## src/rtl/branch_predictor.sv

```systemverilog
// ---------------------------------------------------------------------------
// branch_predictor
//   Direct-mapped branch target buffer plus a saturating-counter pattern
//   history table. The table index is either bimodal (GHR_BITS = 0) or gshare
//   (PC index XOR global history). The fetch-side lookup is combinational.
//   Updates come from branches resolved in the MEMORY stage and are applied
//   on the rising clock edge. The block also keeps 32-bit performance
//   counters.
//
// Ports
//   clk, nrst        clock; asynchronous active-low reset
//   fetch_pc         PC being fetched
//   fetch_predict    predict taken at fetch_pc
//   fetch_target     predicted target (fetch_pc+4 on a BTB miss)
//   mem_branch       valid resolved control transfer in MEMORY
//   mem_uncond       resolved instruction is JAL/JALR
//   mem_pc           PC of the resolved instruction
//   mem_predict      direction originally predicted
//   mem_target       target originally predicted
//   mem_taken        resolved direction
//   mem_target_res   resolved target
//   mem_branch_miss  misprediction this cycle
//   mem_flush        flush request to the hazard unit
//   perf_branches    resolved-branch count (wraps)
//   perf_misses      misprediction count (wraps)
// ---------------------------------------------------------------------------
module branch_predictor #(
    parameter int BTB_ENTRIES = 16,
    parameter int CTR_BITS    = 2,
    parameter int GHR_BITS    = 0
) (
    input  logic        clk,
    input  logic        nrst,
    input  logic [31:0] fetch_pc,
    output logic        fetch_predict,
    output logic [31:0] fetch_target,
    input  logic        mem_branch,
    input  logic        mem_uncond,
    input  logic [31:0] mem_pc,
    input  logic        mem_predict,
    input  logic [31:0] mem_target,
    input  logic        mem_taken,
    input  logic [31:0] mem_target_res,
    output logic        mem_branch_miss,
    output logic        mem_flush,
    output logic [31:0] perf_branches,
    output logic [31:0] perf_misses
);

    localparam int IDX   = $clog2(BTB_ENTRIES);
    localparam int TAG_W = 30 - IDX;
    // The history register keeps at least one bit so that its declaration
    // stays legal in bimodal mode. In that mode it is held at zero.
    localparam int GW    = (GHR_BITS > 0) ? GHR_BITS : 1;
    localparam logic [CTR_BITS-1:0] CTR_INIT = CTR_BITS'((32'd1 << (CTR_BITS - 1)) - 32'd1);
    localparam logic [CTR_BITS-1:0] CTR_MAX  = {CTR_BITS{1'b1}};
    localparam logic [CTR_BITS-1:0] CTR_ZERO = {CTR_BITS{1'b0}};
    localparam logic [CTR_BITS-1:0] CTR_ONE  = CTR_BITS'(1'b1);

    // Saturating up/down step of a PHT counter
    function automatic logic [CTR_BITS-1:0] ctr_next(input logic [CTR_BITS-1:0] c,
                                                     input logic up);
        logic [CTR_BITS-1:0] n;
        if (up) begin
            n = (c == CTR_MAX) ? c : c + CTR_ONE;
        end else begin
            n = (c == CTR_ZERO) ? c : c - CTR_ONE;
        end
        return n;
    endfunction

    logic [BTB_ENTRIES-1:0] valid_r;
    logic [BTB_ENTRIES-1:0] uncond_r;
    logic [TAG_W-1:0]       tag_r    [BTB_ENTRIES];
    logic [31:0]            target_r [BTB_ENTRIES];
    logic [CTR_BITS-1:0]    pht_r    [BTB_ENTRIES];
    logic [GW-1:0]          ghr_r;

    logic [IDX-1:0]      fetch_idx_s, mem_idx_s, ghr_ext_s;
    logic [IDX-1:0]      fetch_pht_idx_s, mem_pht_idx_s;
    logic [TAG_W-1:0]    fetch_tag_s, mem_tag_s;
    logic                fetch_hit_s;
    logic [CTR_BITS-1:0] fetch_ctr_s;
    logic                miss_s;
    logic                unused_s;

    assign fetch_idx_s     = fetch_pc[IDX+1:2];
    assign fetch_tag_s     = fetch_pc[31:IDX+2];
    assign mem_idx_s       = mem_pc[IDX+1:2];
    assign mem_tag_s       = mem_pc[31:IDX+2];
    assign fetch_pht_idx_s = fetch_idx_s ^ ghr_ext_s;
    assign mem_pht_idx_s   = mem_idx_s ^ ghr_ext_s;
    // Instructions are word aligned, so PC bits [1:0] carry no information.
    assign unused_s        = ^{fetch_pc[1:0], mem_pc[1:0]};

    // Zero-extend the global history to the index width (zero in bimodal mode)
    always_comb begin
        ghr_ext_s = {IDX{1'b0}};
        if (GHR_BITS > 0) begin
            ghr_ext_s = IDX'(ghr_r);
        end else begin
            ghr_ext_s = {IDX{1'b0}};
        end
    end

    // Fetch-side lookup. The registered arrays are read here, so a
    // same-cycle update is only seen from the next cycle.
    always_comb begin
        fetch_hit_s   = valid_r[fetch_idx_s] && (tag_r[fetch_idx_s] == fetch_tag_s);
        fetch_ctr_s   = pht_r[fetch_pht_idx_s];
        fetch_predict = fetch_hit_s & (uncond_r[fetch_idx_s] | fetch_ctr_s[CTR_BITS-1]);
        if (fetch_hit_s) begin
            fetch_target = target_r[fetch_idx_s];
        end else begin
            fetch_target = fetch_pc + 32'd4;
        end
    end

    // Misprediction: the direction differs, or a taken prediction had the
    // wrong target
    always_comb begin
        miss_s = 1'b0;
        if (mem_branch) begin
            miss_s = (mem_predict != mem_taken) ||
                     (mem_taken && mem_predict && (mem_target != mem_target_res));
        end else begin
            miss_s = 1'b0;
        end
    end

    assign mem_branch_miss = miss_s;
    assign mem_flush       = miss_s;

    // Reset-bearing predictor state: valid/uncond bits, PHT, GHR, perf counters
    always_ff @(posedge clk or negedge nrst) begin
        if (!nrst) begin
            valid_r       <= {BTB_ENTRIES{1'b0}};
            uncond_r      <= {BTB_ENTRIES{1'b0}};
            ghr_r         <= {GW{1'b0}};
            perf_branches <= 32'd0;
            perf_misses   <= 32'd0;
            for (int i = 0; i < BTB_ENTRIES; i++) begin
                pht_r[i] <= CTR_INIT;
            end
        end else if (mem_branch) begin
            // Only conditional branches train direction and history.
            if (!mem_uncond) begin
                pht_r[mem_pht_idx_s] <= ctr_next(pht_r[mem_pht_idx_s], mem_taken);
                if (GHR_BITS > 0) begin
                    ghr_r <= GW'({ghr_r, mem_taken});
                end
            end
            // Not-taken resolutions never invalidate an entry.
            if (mem_taken) begin
                valid_r[mem_idx_s]  <= 1'b1;
                uncond_r[mem_idx_s] <= mem_uncond;
            end
            perf_branches <= perf_branches + 32'd1;
            if (miss_s) begin
                perf_misses <= perf_misses + 32'd1;
            end
        end
    end

    // Tag/target storage. These are guarded by the valid bits, so they need
    // no reset.
    always_ff @(posedge clk) begin
        if (mem_branch && mem_taken) begin
            tag_r[mem_idx_s]    <= mem_tag_s;
            target_r[mem_idx_s] <= mem_target_res;
        end
    end

endmodule

```

## config.mk

```make
export PLATFORM = sky130hd
export DESIGN_NAME = branch_predictor
export DESIGN_NICKNAME = d
export VERILOG_FILES = /design/src/rtl/branch_predictor.sv
export SDC_FILE = /design/constraint.sdc
export NUM_CORES = 1
export LEC_CHECK = 0
export CAP_MARGIN = 20
export CORE_AREA = 2 2 289 434
export DETAILED_ROUTE_END_ITERATION = 8
export DIE_AREA = 0 0 291 436
export GPL_TIMING_DRIVEN = 0
export HOLD_SLACK_MARGIN = 0.15
export PLACE_DENSITY = 0.61
export SYNTH_ARGS = -nofsm -noshare
export SYNTH_HDL_FRONTEND = slang
export SYNTH_SLANG_ARGS = --single-unit
```

## constraint.sdc

```tcl
create_clock -name clk -period 5.6 [get_ports clk]
set_input_delay 1.12 -clock clk [delete_from_list [all_inputs] [get_ports clk]]
set_output_delay 1.12 -clock clk [all_outputs]
set_load 0.1 [all_outputs]
```

==> results of run 1 <==
-- placed cells by master, fill, tap and decap left out, types with 18 or more instances in the layout --
cell / n
mux2i_1: 67
nor3_1: 20
buf_16: 19
clkinv_2: 22
clkbuf_1: 39
nand2_1: 70
clkbuf_16: 106
buf_4: 34
buf_12: 75
buf_6: 19
clkbuf_2: 21
dfrtp_1: 112
clkdlybuf4s50_1: 169
nor2_4: 19
mux2_2: 60
and3_1: 19
mux2_4: 29
edfxtp_1: 928
xor2_1: 33
xnor2_1: 98
nand4_1: 35
mux4_2: 248
nand3_1: 28
nor2_1: 43
or2_2: 18
-- power breakdown --
group,internal (uW),switching [uW],total [uW],leakage (uW)
registers,8810,134,8940,0.00999
clock network,4000,2940,6940,0.00164
logic,763,1260,2020,0.00626
-- cell families after synthesis --
| group | share of synthesized area, % |
|---|---|
| xor+xnor | 3.13 |
| mux | 17.4 |
| flops | 72.6 |
| simple gates | 3.79 |
| compound gates | 1.62 |
| fa+ha+maj | 0.164 |
| buf+inv | 1.31 |
-- per-layer routing --
metal  wire (um)  global-route usage (%)
met2       66600                    35.8
met5          13                       0
met1       47600                    24.0
met4        4430                    6.85
met3        7680                    2.94
-- critical path, delay by kind of cell --
kind	cells	cell delay [ns]
buffers and inverters	6	0.88
multiplexers	3	1.39
AO/OA/AOI/OAI	1	0.30
AND/OR/NAND/NOR	2	0.48
XOR/XNOR	1	0.19
-- flip-flops by register name, summed over array words and instances, names as in the netlist --
signal / count
tag_r: 416
perf_misses: 32
pht_r: 32
target_r: 512
uncond_r: 16
valid_r: 16
perf_branches: 32
-- per-stage QoR --
stage | total power, uW | cells | setup slack, ns | hold WS, ns | util, %
2_1_floorplan | 10300 | 2144 | 0.195 | 0.434 | -
5_1_grt | 18400 | 4230 | -0.0198 | 0.314 | 43.1
6_report | 17900 | 4232 | 0.0732 | 0.319 | 43.1
4_1_cts | 18000 | 4220 | -0.0647 | 0.300 | 42.9
3_5_place_dp | 11000 | 4018 | -3.04 | 0.449 | 39.2
3_3_place_gp | 10900 | 3961 | -4.23 | 0.445 | 38.1
-- worst paths after layout --
check	from	to	slack, ns	cells after the start
max	fetch_pc[2]	fetch_target[24]	0.07	13
min	nrst	perf_misses[26]$_DFFE_PN0P_	0.32	1
max reg2reg	perf_branches[2]$_DFFE_PN0P_	perf_branches[31]$_DFFE_PN0P_	2.93	7
min reg2reg	valid_r[10]$_DFFE_PN0P_	valid_r[10]$_DFFE_PN0P_	0.47	1
max in group asynchronous	nrst	perf_branches[16]$_DFFE_PN0P_	4.47	2
min in group clk	valid_r[10]$_DFFE_PN0P_	valid_r[10]$_DFFE_PN0P_	0.47	1
-- final cells by class --
cell class | instances | area share (%)
sequential | 1056 | 58.6
antenna | 4 | 0.0189
tap | 1600 | 3.77
timing repair buffer | 302 | 7.61
clock buffer | 125 | 5.12
multi-input combinational | 971 | 22.0
buffer | 101 | 1.61
clock inverter | 60 | 1.18
inverter | 13 | 0.111
-- repair_timing --
item / 4_1_cts / 5_1_grt
pin swaps: 15 / 13
gates cloned: 2 / 2
buffers inserted: 16 / 8
gates resized for setup: 505 / 37
endpoints found under the setup margin: 35 / 35
==> flow_results.org, run 1 <==
** STA
- Least-Margin Pin Slew :: 1.04 ns
- In this run the tightest slew margin relative to its limit is 30.4%.
- The number of hold violations in the final report is 0.
- Unrepaired setup endpoints after global routing :: true
- After layout, the worst path uses 98.7% of the clock period.
- Number of setup violations in the final report :: 0
- Clock skew on the completed layout was measured at 0.0141 ns.
- Final worst path period need :: 5.53 ns
- In the final timing run, aggregate negative setup slack is 0 ns.
- The final max-slew violation count came to 0.
- Based on the critical path, the design can be clocked at up to 181 MHz.

** Placement
- The congestion estimate from routability-driven global placement came to 0.884.
- HPWL after detailed placement :: 88700 um
- Summing all placed instances gives a cell area of 48300 sq um.
- Port buffer count :: 217

** Synth
- Each instance of the synthesized netlist takes up on average 20.0 sq um.
- Mapped cell area :: 42800 sq um
- Most instantiated flip-flop cell in the synthesis netlist :: edfxtp_1
- Synth Net Count :: 2282
- Sequential fraction of the synthesis area :: 72.6%
- Top cell type by total area after synthesis :: edfxtp_1
- Synthesis warning total :: 0
- Of the post-synthesis cell area, the dominant cell type holds 65.1%.
- Yosys attributes the largest share of cell area to edfxtp_1 65%, mux4_2 13%, dfrtp_1 6.5%, xnor2_1 2.4%, mux2i_1 1.7%.
- Synthesis inferred 1056 register bits.
- edfxtp_1 is the most common cell in the netlist.
- After synthesis, the share of flip-flops with an asynchronous set or reset is 12.1%.
- After synthesis, the most frequently instantiated cells are 928 x edfxtp_1, 248 x mux4_2, 118 x xnor2_1.
- EDFF count, synth :: 928
- Counting distinct cell types in the post-synthesis netlist gives 64.
- Instance count of the mapped netlist :: 2144

** CTS
- Number of hold-repair buffers added at the cts stage :: 0
- Later-pin clock latency in the skew report :: 0.68 ns
- Number of buffers between clock root and the deepest sink :: 3
- Clock tree from TritonCTS :: done
- The clock tree synthesis step divided the H-tree into 3 levels.
- Cell at the root of the clock tree :: clkbuf_16
- After clock tree synthesis, the clock-pin slew on the worst setup and hold paths is 0.06 ns.
- The tree built by TritonCTS fans out to 1056 sinks.
- Cts bufs inserted :: 103

** Detailed routing
- Average detailed-routed wire length per instance :: 29.9 um
- Routed Antenna Nets :: 0
- Number of vias per cell after detailed routing :: 5.41
- DRC violation count after routing :: 0
- Detailed router's first-iteration violation count :: 2409
- The detailed router placed 22900 vias in this run.
- Number of detailed-routing iterations run before antenna repair :: 7
- The routed design has 126000 um of wire.

** Floorplanning
- Core region area :: 123000 sq um
- Die height :: 436 um
- During I/O placement, the number of pins put on the boundary was 233.
- For this configuration, the core starts out at a cell density of 34.8%.
- The initialized floorplan defines 158 standard-cell rows.
- Die area :: 127000 sq um
- The die is 291 um wide.

** Power and ir drop
- In this run the static leakage power is 0.0179 uW.
- Power spread over the standard cell area amounts to 337 nW/um^2.
- The worst-case IR drop observed on VDD is 319 uV.

** Global route
- Vias in the first global route :: 24400
- Entering global routing, the biggest net connects 98 pins.
- For this run the aggregate overflow at the end of global routing stands at 0.
- Global-route wire length before repair :: 179000 um
- Total GRT Usage :: 19.8%
- Number of antenna violations at the first check in global routing :: 9

** Setup path
- CP required :: 4.48 ns
- STA classifies the critical path startpoint as an input port.
- Cell at the slowest stage of the critical path :: mux4_2
- Along the worst path, the maximum fanout reaches 8.
- STA classifies the critical path endpoint as an output port.
- Cell chain of the critical path :: buf_12 > buf_12 > buf_8 > mux4_2 > mux4_2 > xor2_2 > a2111oi_4 > nor4b_4 > nand4b_4 > buf_12 > clkbuf_16 > mux2_4 > buf_12
- Highest cell delay on the worst timing path :: 0.56 ns
- Category of the most critical setup path :: in2out
- Most frequent cell on the critical path :: buf_12
- Arrival @ worst endpoint :: 4.41 ns

** Layout
- Syn-to-layout area delta :: 24.0%
- In the final layout, the share of cells above drive strength 1 is 30.2%.
- Total non-filler cell area in the finished layout :: 53100 sq um
- The final layout contains 2686 nets.
- The layout has 10600 filler cells.
- Combined flip-flop and latch cell area :: 31100 sq um
- Total area of multi-input combinational cells :: 11700 sq um

** Outcome
- The flow ran to the end, and the final reports show no timing, DRC or antenna violations.

** Min path
- In this run the worst hold path is classified as in2async.

** Flow run
- Max cap viols :: 0
Power figures use the tool's default switching activity.
==> run 2: changes to the inputs <==
--- a/config.mk
+++ b/config.mk
@@ -11,7 +11,6 @@
 export DIE_AREA = 0 0 291 436
 export GPL_TIMING_DRIVEN = 0
 export HOLD_SLACK_MARGIN = 0.15
-export PLACE_DENSITY = 0.61
 export SYNTH_ARGS = -nofsm -noshare
 export SYNTH_HDL_FRONTEND = slang
 export SYNTH_SLANG_ARGS = --single-unit
==> flow_results.org, run 2 (same netlist as run 1, synthesis figures left out) <==
** Layout
- Nets@finish :: 2680 (-0.22%)
- Compared with the post-synthesis result, the final layout area differs by 23.6%.
- Biggest registers after layout :: target_r x512, tag_r x416
- The register with the most flip-flops in the final layout is target_r.
- The core occupancy in the finished layout is 42.9% (-0.17 points).
- The library cells used most frequently in the layout, excluding fill and tap cells, are 928 x edfxtp_1, 248 x mux4_2, 164 x clkdlybuf4s50_1.
- Most frequent standard cell in the layout excluding fill and tap cells :: edfxtp_1
- Fraction of final layout cells sized beyond drive strength 1 :: 30.1% (-0.068 points)
- The flip-flop count of the largest register after layout is 512 (unchanged).

** STA
- Least-Margin Pin Slew :: 1.03 ns (-0.00974 ns)
- Setup Skew :: 0.0167 ns (+0.00257 ns)
- Number of setup violations in the final report :: 0 (unchanged)
- The clock period minus final worst setup slack came to 5.50 ns (-0.0296 ns).
- Number of failing hold endpoints at the final stage :: 0 (unchanged)
- Normalized max-slew margin :: 31.2% (+0.87 points)
- The ratio of final minimum period to clock period was 98.2% (-0.53 points).
- The highest clock frequency the design can meet was 182 MHz (+0.54%).
- Final worst hold slack :: 0.429 ns (+0.110 ns)
- The final max-slew violation count came to 0 (unchanged).

** Floorplanning
- Die height :: 436 um (unchanged)
- The die outline area came to 127000 sq um (unchanged).
- The horizontal die dimension was 291 um (unchanged).
- Number of rows created at floorplan :: 158 (unchanged)
- Top-level I/O count :: 233 (unchanged)
- The area of the core region came to 123000 sq um (unchanged).
- The effective utilization at floorplan was 34.8% (unchanged).

** Detailed routing
- Detailed router's first-iteration violation count :: 2141 (-11%)
- The total DRC errors in the routed layout is 0 (unchanged).
- The post-detailed-route wirelength per cell came to 29.6 um (-0.76%).
- The average vias per placed instance was 5.43 (+0.39%).
- Total length of routed wires :: 125000 um (-0.87%)
- The detailed-routing iteration count for the pre-antenna-repair pass came to 7 (unchanged).
- Routed Antenna Nets :: 0 (unchanged)
- The number of vias in the routed layout was 23000 (+0.27%).

** Flow run
- Max cap viols :: 0 (unchanged)

** CTS
- The tree is rooted in a clkbuf_16.
- TritonCTS built the clock tree.
- Clk slew on worst S/H paths :: 0.06 ns (about the same)
- H-tree depth :: 3 (unchanged)
- Number of buffers between clock root and the deepest sink :: 3 (unchanged)
- The clock latency reported for the late side of the worst-skew pair was 0.68 ns (about the same).
- Cts bufs inserted :: 104 (+0.97%)
- The count of clock tree sinks is 1056 (unchanged).

** Global route
- The overall overflow remaining after global route is 0 (unchanged).
- The wire length of the first global-routing pass is 179000 um (-0.20%).
- Vias in the first global route :: 24600 (+0.70%)
- Total GRT Usage :: 19.7% (-0.084 points)
- Maximum number of pins on one net before global-route repair :: 66 (-33%)
- The number of antenna violations at the first check in global routing is 9 (unchanged).

** Power and ir drop
- The power density over cell area was 337 nW/um^2 (-0.14%).
- Static leakage power :: 0.0178 uW (-0.45%)
- The highest ir drop seen on vdd came to 459 uV (+44%).

** Setup path
- STA classifies the critical path startpoint as an input port.
- The largest individual stage delay along the critical path comes from the cell mux4_2.
- Element type at the critical path end :: output port
- Category of the most critical setup path :: in2out
- The largest fanout of any net on the critical path was 10 (+2).
- Most frequent cell on the critical path :: buf_12
- Cell chain of the critical path :: buf_8 > buf_12 > buf_12 > mux4_2 > mux4_2 > xnor2_1 > o211ai_1 > nor4_4 > nand4b_4 > buf_12 > buf_12 > mux2_4 > buf_12
- The critical path data arrival time is 4.38 ns (-0.03 ns).
- The highest cell delay on the worst timing path came to 0.62 ns (+0.06 ns).
- CP required :: 4.48 ns (about the same)

** Outcome
- Run status :: finished, final reports clean

** Placement
- The routability-driven placement congestion ratio was 0.857 (-3.1%).
- The HPWL reported at the end of detailed placement is 88400 um (-0.42%).
- Port buffer count :: 217 (unchanged)

** Min path
- The tightest min-delay check is of the in2async type.
run 2: cell types whose count changed in the layout (fill, tap and decap cells not counted), sizes merged:
| cell | delta |
|---|---|
| inv | +1 |
| buf | -5 |
| clkinvlp | -4 |
| diode | -1 |
| clkinv | +7 |
| clkdlybuf4s50 | -5 |
| bufinv | -4 |
| bufbuf | -1 |
| clkbuf | +1 |
| clkdlybuf4s18 | -1 |
| dlygate4sd2 | +7 |
| dlymetal6s2s | -2 |
| clkdlybuf4s15 | +2 |
run 2: final timing paths:
kind	startpoint	end	slack, ns	depth (start not counted)
max	fetch_pc[2]	fetch_target[27]	0.10	13
min	nrst	perf_misses[1]$_DFFE_PN0P_	0.43	1
max reg2reg	perf_branches[2]$_DFFE_PN0P_	perf_branches[31]$_DFFE_PN0P_	2.92	7
min reg2reg	valid_r[0]$_DFFE_PN0P_	valid_r[0]$_DFFE_PN0P_	0.47	1
max in group asynchronous	nrst	valid_r[5]$_DFFE_PN0P_	4.41	2
min in group clk	valid_r[0]$_DFFE_PN0P_	valid_r[0]$_DFFE_PN0P_	0.47	1
run 2: per-layer routing:
| layer | share of wire (%) | wire length, um | global-route usage (%) |
|---|---|---|---|
| met4 | 3.8 | 4710 | 7.44 |
| met1 | 37 | 47000 | 23.7 |
| met3 | 6.0 | 7510 | 3.14 |
| met5 | 0.032 | 40 | 0 |
| met2 | 53 | 66100 | 35.4 |
run 2: final cells by class:
type / count / area (sq um)
flip-flops and latches: 1056 / 31100
multi-input cells: 971 / 11700
clock inverters: 60 / 509
repair buffers: 294 / 3790
inverters: 13 / 70.1
fillers: 10600 / 70300
plain buffers: 102 / 876
diodes: 3 / 7.51
clock buffers: 128 / 2810
well taps: 1600 / 2000
run 2: per-stage QoR:
step           std cells  TNS (ns)  power [uW]  cell area [sq um]  worst slack [ns]
2_1_floorplan       2144         0       10300              42800             0.195
3_3_place_gp        3961  -3646.35       10900              47000             -4.11
3_5_place_dp        4015    -91.72       11000              48200             -3.04
4_1_cts             4221    -0.320       17900              52800           -0.0293
5_1_grt             4224   -0.0417       18300              52900           -0.0417
6_report            4227         0       17800              52900             0.103
run 2: where the power goes:
group          internal (uW)  total [uW]  switching (uW)
clock                   3910        6840            2930
sequential              8810        8950             139
combinational            758        2020            1260
total                  13500       17800            4340
run 2: timing repair:
item                       CTS  global route
hold buffers                 0             0
setup endpoints to repair   35            34
pin swaps                   18             9
resized for setup          511            19
buffers inserted            17             4
gates cloned                 2             0
run 2: worst max-delay path: cells and delay by family:
family / cells / cell delay [ns]
xor+xnor: 1 / 0.19
buf+inv: 6 / 0.93
simple gates: 2 / 0.45
compound gates: 1 / 0.17
mux: 3 / 1.48
==> run 3: changes to the inputs <==
--- a/config.mk
+++ b/config.mk
@@ -14,3 +14,4 @@
 export SYNTH_ARGS = -nofsm -noshare
 export SYNTH_HDL_FRONTEND = slang
 export SYNTH_SLANG_ARGS = --single-unit
+export TNS_END_PERCENT = 30
==> constraint.sdc (replaced) <==
create_clock -name clk -period 5.6 [get_ports clk]
set_input_delay 0.84 -clock clk [delete_from_list [all_inputs] [get_ports clk]]
set_output_delay 0.84 -clock clk [all_outputs]
set_load 0.1 [all_outputs]
==> flow_results.org, run 3 (same netlist as run 1, synthesis figures left out) <==
** Setup path
- The register-to-register path setup slack came to 2.97 ns (+0.05 ns).
- STA classifies the critical path startpoint as an input port.
- Traced cell by cell, the critical path runs through clkdlybuf4s50_1 > clkbuf_2 > clkinv_2 > nor2_4 > a221oi_2 > xnor2_1 > or4_4 > nor4_4 > nand4b_4 > buf_12 > buf_6 > mux2_4 > buf_4.
- The kind of cell with the highest combined delay along the critical path is buffers and inverters.
- Element type at the critical path end :: output port
- The worst path required time is 4.76 ns (+0.28 ns).
- By startpoint and endpoint, the worst setup path is classified as in2out.
- The critical path data arrival time was 4.69 ns (+0.31 ns).
- Crit path buf inv count :: 6 (unchanged)
- Biggest fanout along the worst timing path :: 10 (unchanged)
- Highest cell delay on the worst timing path :: 0.63 ns (about the same)
- The largest individual stage delay along the critical path comes from the cell or4_4.

** Min path
- Class of the worst hold path :: in2async

** STA
- The worst-margin pin slew is 1.05 ns (+0.0214 ns).
- The relative slew slack came to 29.8% (-1.4 points).
- Unrepaired setup endpoints after global routing :: false
- The final max-slew violation count was 0 (unchanged).
- Share of the clock period used by the worst path after layout :: 98.7% (+0.54 points)
- Number of failing hold endpoints at the final stage :: 0 (unchanged)
- The highest clock frequency the design can meet is 181 MHz (-0.55%).
- The setup clock skew after layout is 0.00834 ns (-0.00831 ns).
- The clock period minus final worst setup slack was 5.53 ns (+0.0304 ns).
- The count of final setup violators came to 0 (unchanged).
- The final worst hold slack was 0.159 ns (-0.269 ns).

** Layout
- In the final layout, the registers with the most flip-flops are target_r x512, tag_r x416.
- Syn-to-layout area delta :: 21.5%
- Commonest non-fill, non-tap cells in the layout :: 928 x edfxtp_1, 248 x mux4_2, 179 x clkdlybuf4s50_1
- The number of standard cells in the final layout excluding fillers came to 4204 (-0.54%).
- The flip-flop count of the largest register after layout is 512 (unchanged).
- The register with the most flip-flops in the final layout is target_r.
- Nets@finish :: 2664 (-0.60%)
- Fraction of final layout cells sized beyond drive strength 1 :: 28.6% (-1.6 points)
- Leaving out fill and tap cells, the most frequent cell in the layout is edfxtp_1.

** Floorplanning
- The die outline area was 127000 sq um (unchanged).
- Top-level I/O count :: 233 (unchanged)
- Die height :: 436 um (unchanged)
- The area of the core region came to 123000 sq um (unchanged).
- Die width :: 291 um (unchanged)
- Number of rows created at floorplan :: 158 (unchanged)
- The effective utilization at floorplan was 34.8% (unchanged).

** Global route
- The number of antenna violations at the first check in global routing is 8 (-1).
- The wire length of the first global-routing pass is 176000 um (-1.7%).
- The largest net degree at the start of global routing came to 66 (unchanged).
- The number of global-route vias before repair came to 24000 (-2.1%).
- The overall overflow remaining after global route was 0 (unchanged).
- Total GRT Usage :: 19.4% (-0.26 points)

** Outcome
- Run status :: finished, final reports clean

** Placement
- Placed Cells :: 4016 (+0.025%)
- The port buffer count is 217 (unchanged).
- The routability-driven placement congestion ratio was 0.866 (+1.1%).
- HPWL after detailed placement :: 87500 um (-0.93%)

** Detailed routing
- Average detailed-routed wire length per instance :: 29.6 um (-0.26%)
- The average vias per placed instance came to 5.40 (-0.50%).
- The length of routed wiring on met1 came to 47000 um (+0.12%).
- DR WL met2 :: 65300 um (-1.2%)
- The total wire length is 124000 um (-0.81%).
- The detailed-routing iteration count for the pre-antenna-repair pass came to 5 (-2).
- Signal routing reaches up to met5.
- The total DRC errors in the routed layout came to 0 (unchanged).
- The initial DRC count came to 2089 (-2.4%).
- The count of antenna-violating nets left after detailed routing is 0 (unchanged).
- Total via count after detailed routing :: 22700 (-1.0%)
- Routed wl met3 :: 7260 um (-3.3%)

** CTS
- The number of hold-repair buffers added at the cts stage came to 0 (unchanged).
- The largest buffer count on any clock path came to 3 (unchanged).
- TritonCTS Sinks :: 1056 (unchanged)
- The clock latency reported for the late side of the worst-skew pair is 0.67 ns (about the same).
- Cts bufs inserted :: 104 (unchanged)
- Cell at the root of the clock tree :: clkbuf_16
- H-tree depth :: 3 (unchanged)
- The clock transition at the registers of the reported paths is 0.06 ns (about the same).
- TritonCTS built the clock tree.

** Flow run
- The max-cap violation count came to 0 (unchanged).

** Power and ir drop
- Worst ir drop on vdd :: 355 uV (-23%)
- Areal power density over the cells :: 340 nW/um^2 (+0.86%)
- The leakage component of the power came to 0.0174 uW (-2.4%).
## run 3: worst register-to-register path, cell delays in order (launching register included)
cell and delay, ns:
dfrtp_1 0.43, nand4_1 0.19, nor3_1 0.57, nand2_1 0.21, or3_1 0.42, or3_1 0.41, nor2_1 0.15, xor2_1 0.18
## run 3: layout make-up
type | instances | area (sq um)
diodes | 2 | 5.00
clock inverters | 58 | 503
multi-input cells | 971 | 11500
fillers | 10700 | 71200
plain buffers | 103 | 736
repair buffers | 277 | 3370
inverters | 13 | 55.1
flip-flops and latches | 1056 | 31100
clock buffers | 124 | 2740
well taps | 1600 | 2000
## run 3: repair_timing
action,CTS,global route
gates resized for setup,346,6
setup buffers,4,1
pin swaps,6,1
setup endpoints to repair,35,28
## run 3: through the flow
stage               instance area (sq um)  setup TNS (ns)  setup slack, ns  util [%]  total power (uW)
floorplan                           42800               0            0.292         -             10300
global route                        52000               0           0.0289      42.2             18200
detailed placement                  48300          -67.06            -2.35      39.2             11000
CTS                                 52000               0           0.0199      42.2             17800
global placement                    47000        -3335.53            -3.87      38.1             10900
finish                              52000               0           0.0724      42.2             17700
## run 3: metal layers
layer	global-route usage (%)	vias up
li1	-	9487
met1	23.2	12100
met2	35.2	884
met3	3.18	227
met4	7.05	6
met5	0	-
## run 3: final timing paths
| path | endpoint | from | cells past startpoint |
|---|---|---|---|
| max | fetch_target[27] | fetch_pc[4] | 13 |
| min | perf_misses[28]$_DFFE_PN0P_ | nrst | 1 |
| max reg2reg | perf_branches[29]$_DFFE_PN0P_ | perf_branches[2]$_DFFE_PN0P_ | 7 |
| min reg2reg | valid_r[1]$_DFFE_PN0P_ | valid_r[1]$_DFFE_PN0P_ | 1 |
| max in group asynchronous | valid_r[12]$_DFFE_PN0P_ | nrst | 2 |
| min in group clk | valid_r[1]$_DFFE_PN0P_ | valid_r[1]$_DFFE_PN0P_ | 1 |
## run 3: report_power, final
group          total, uW  internal, uW  leakage, uW  switching, uW
Clock               6790          3840      0.00160           2950
Sequential          8940          8810      0.00999            131
Combinational       1930           698      0.00580           1230
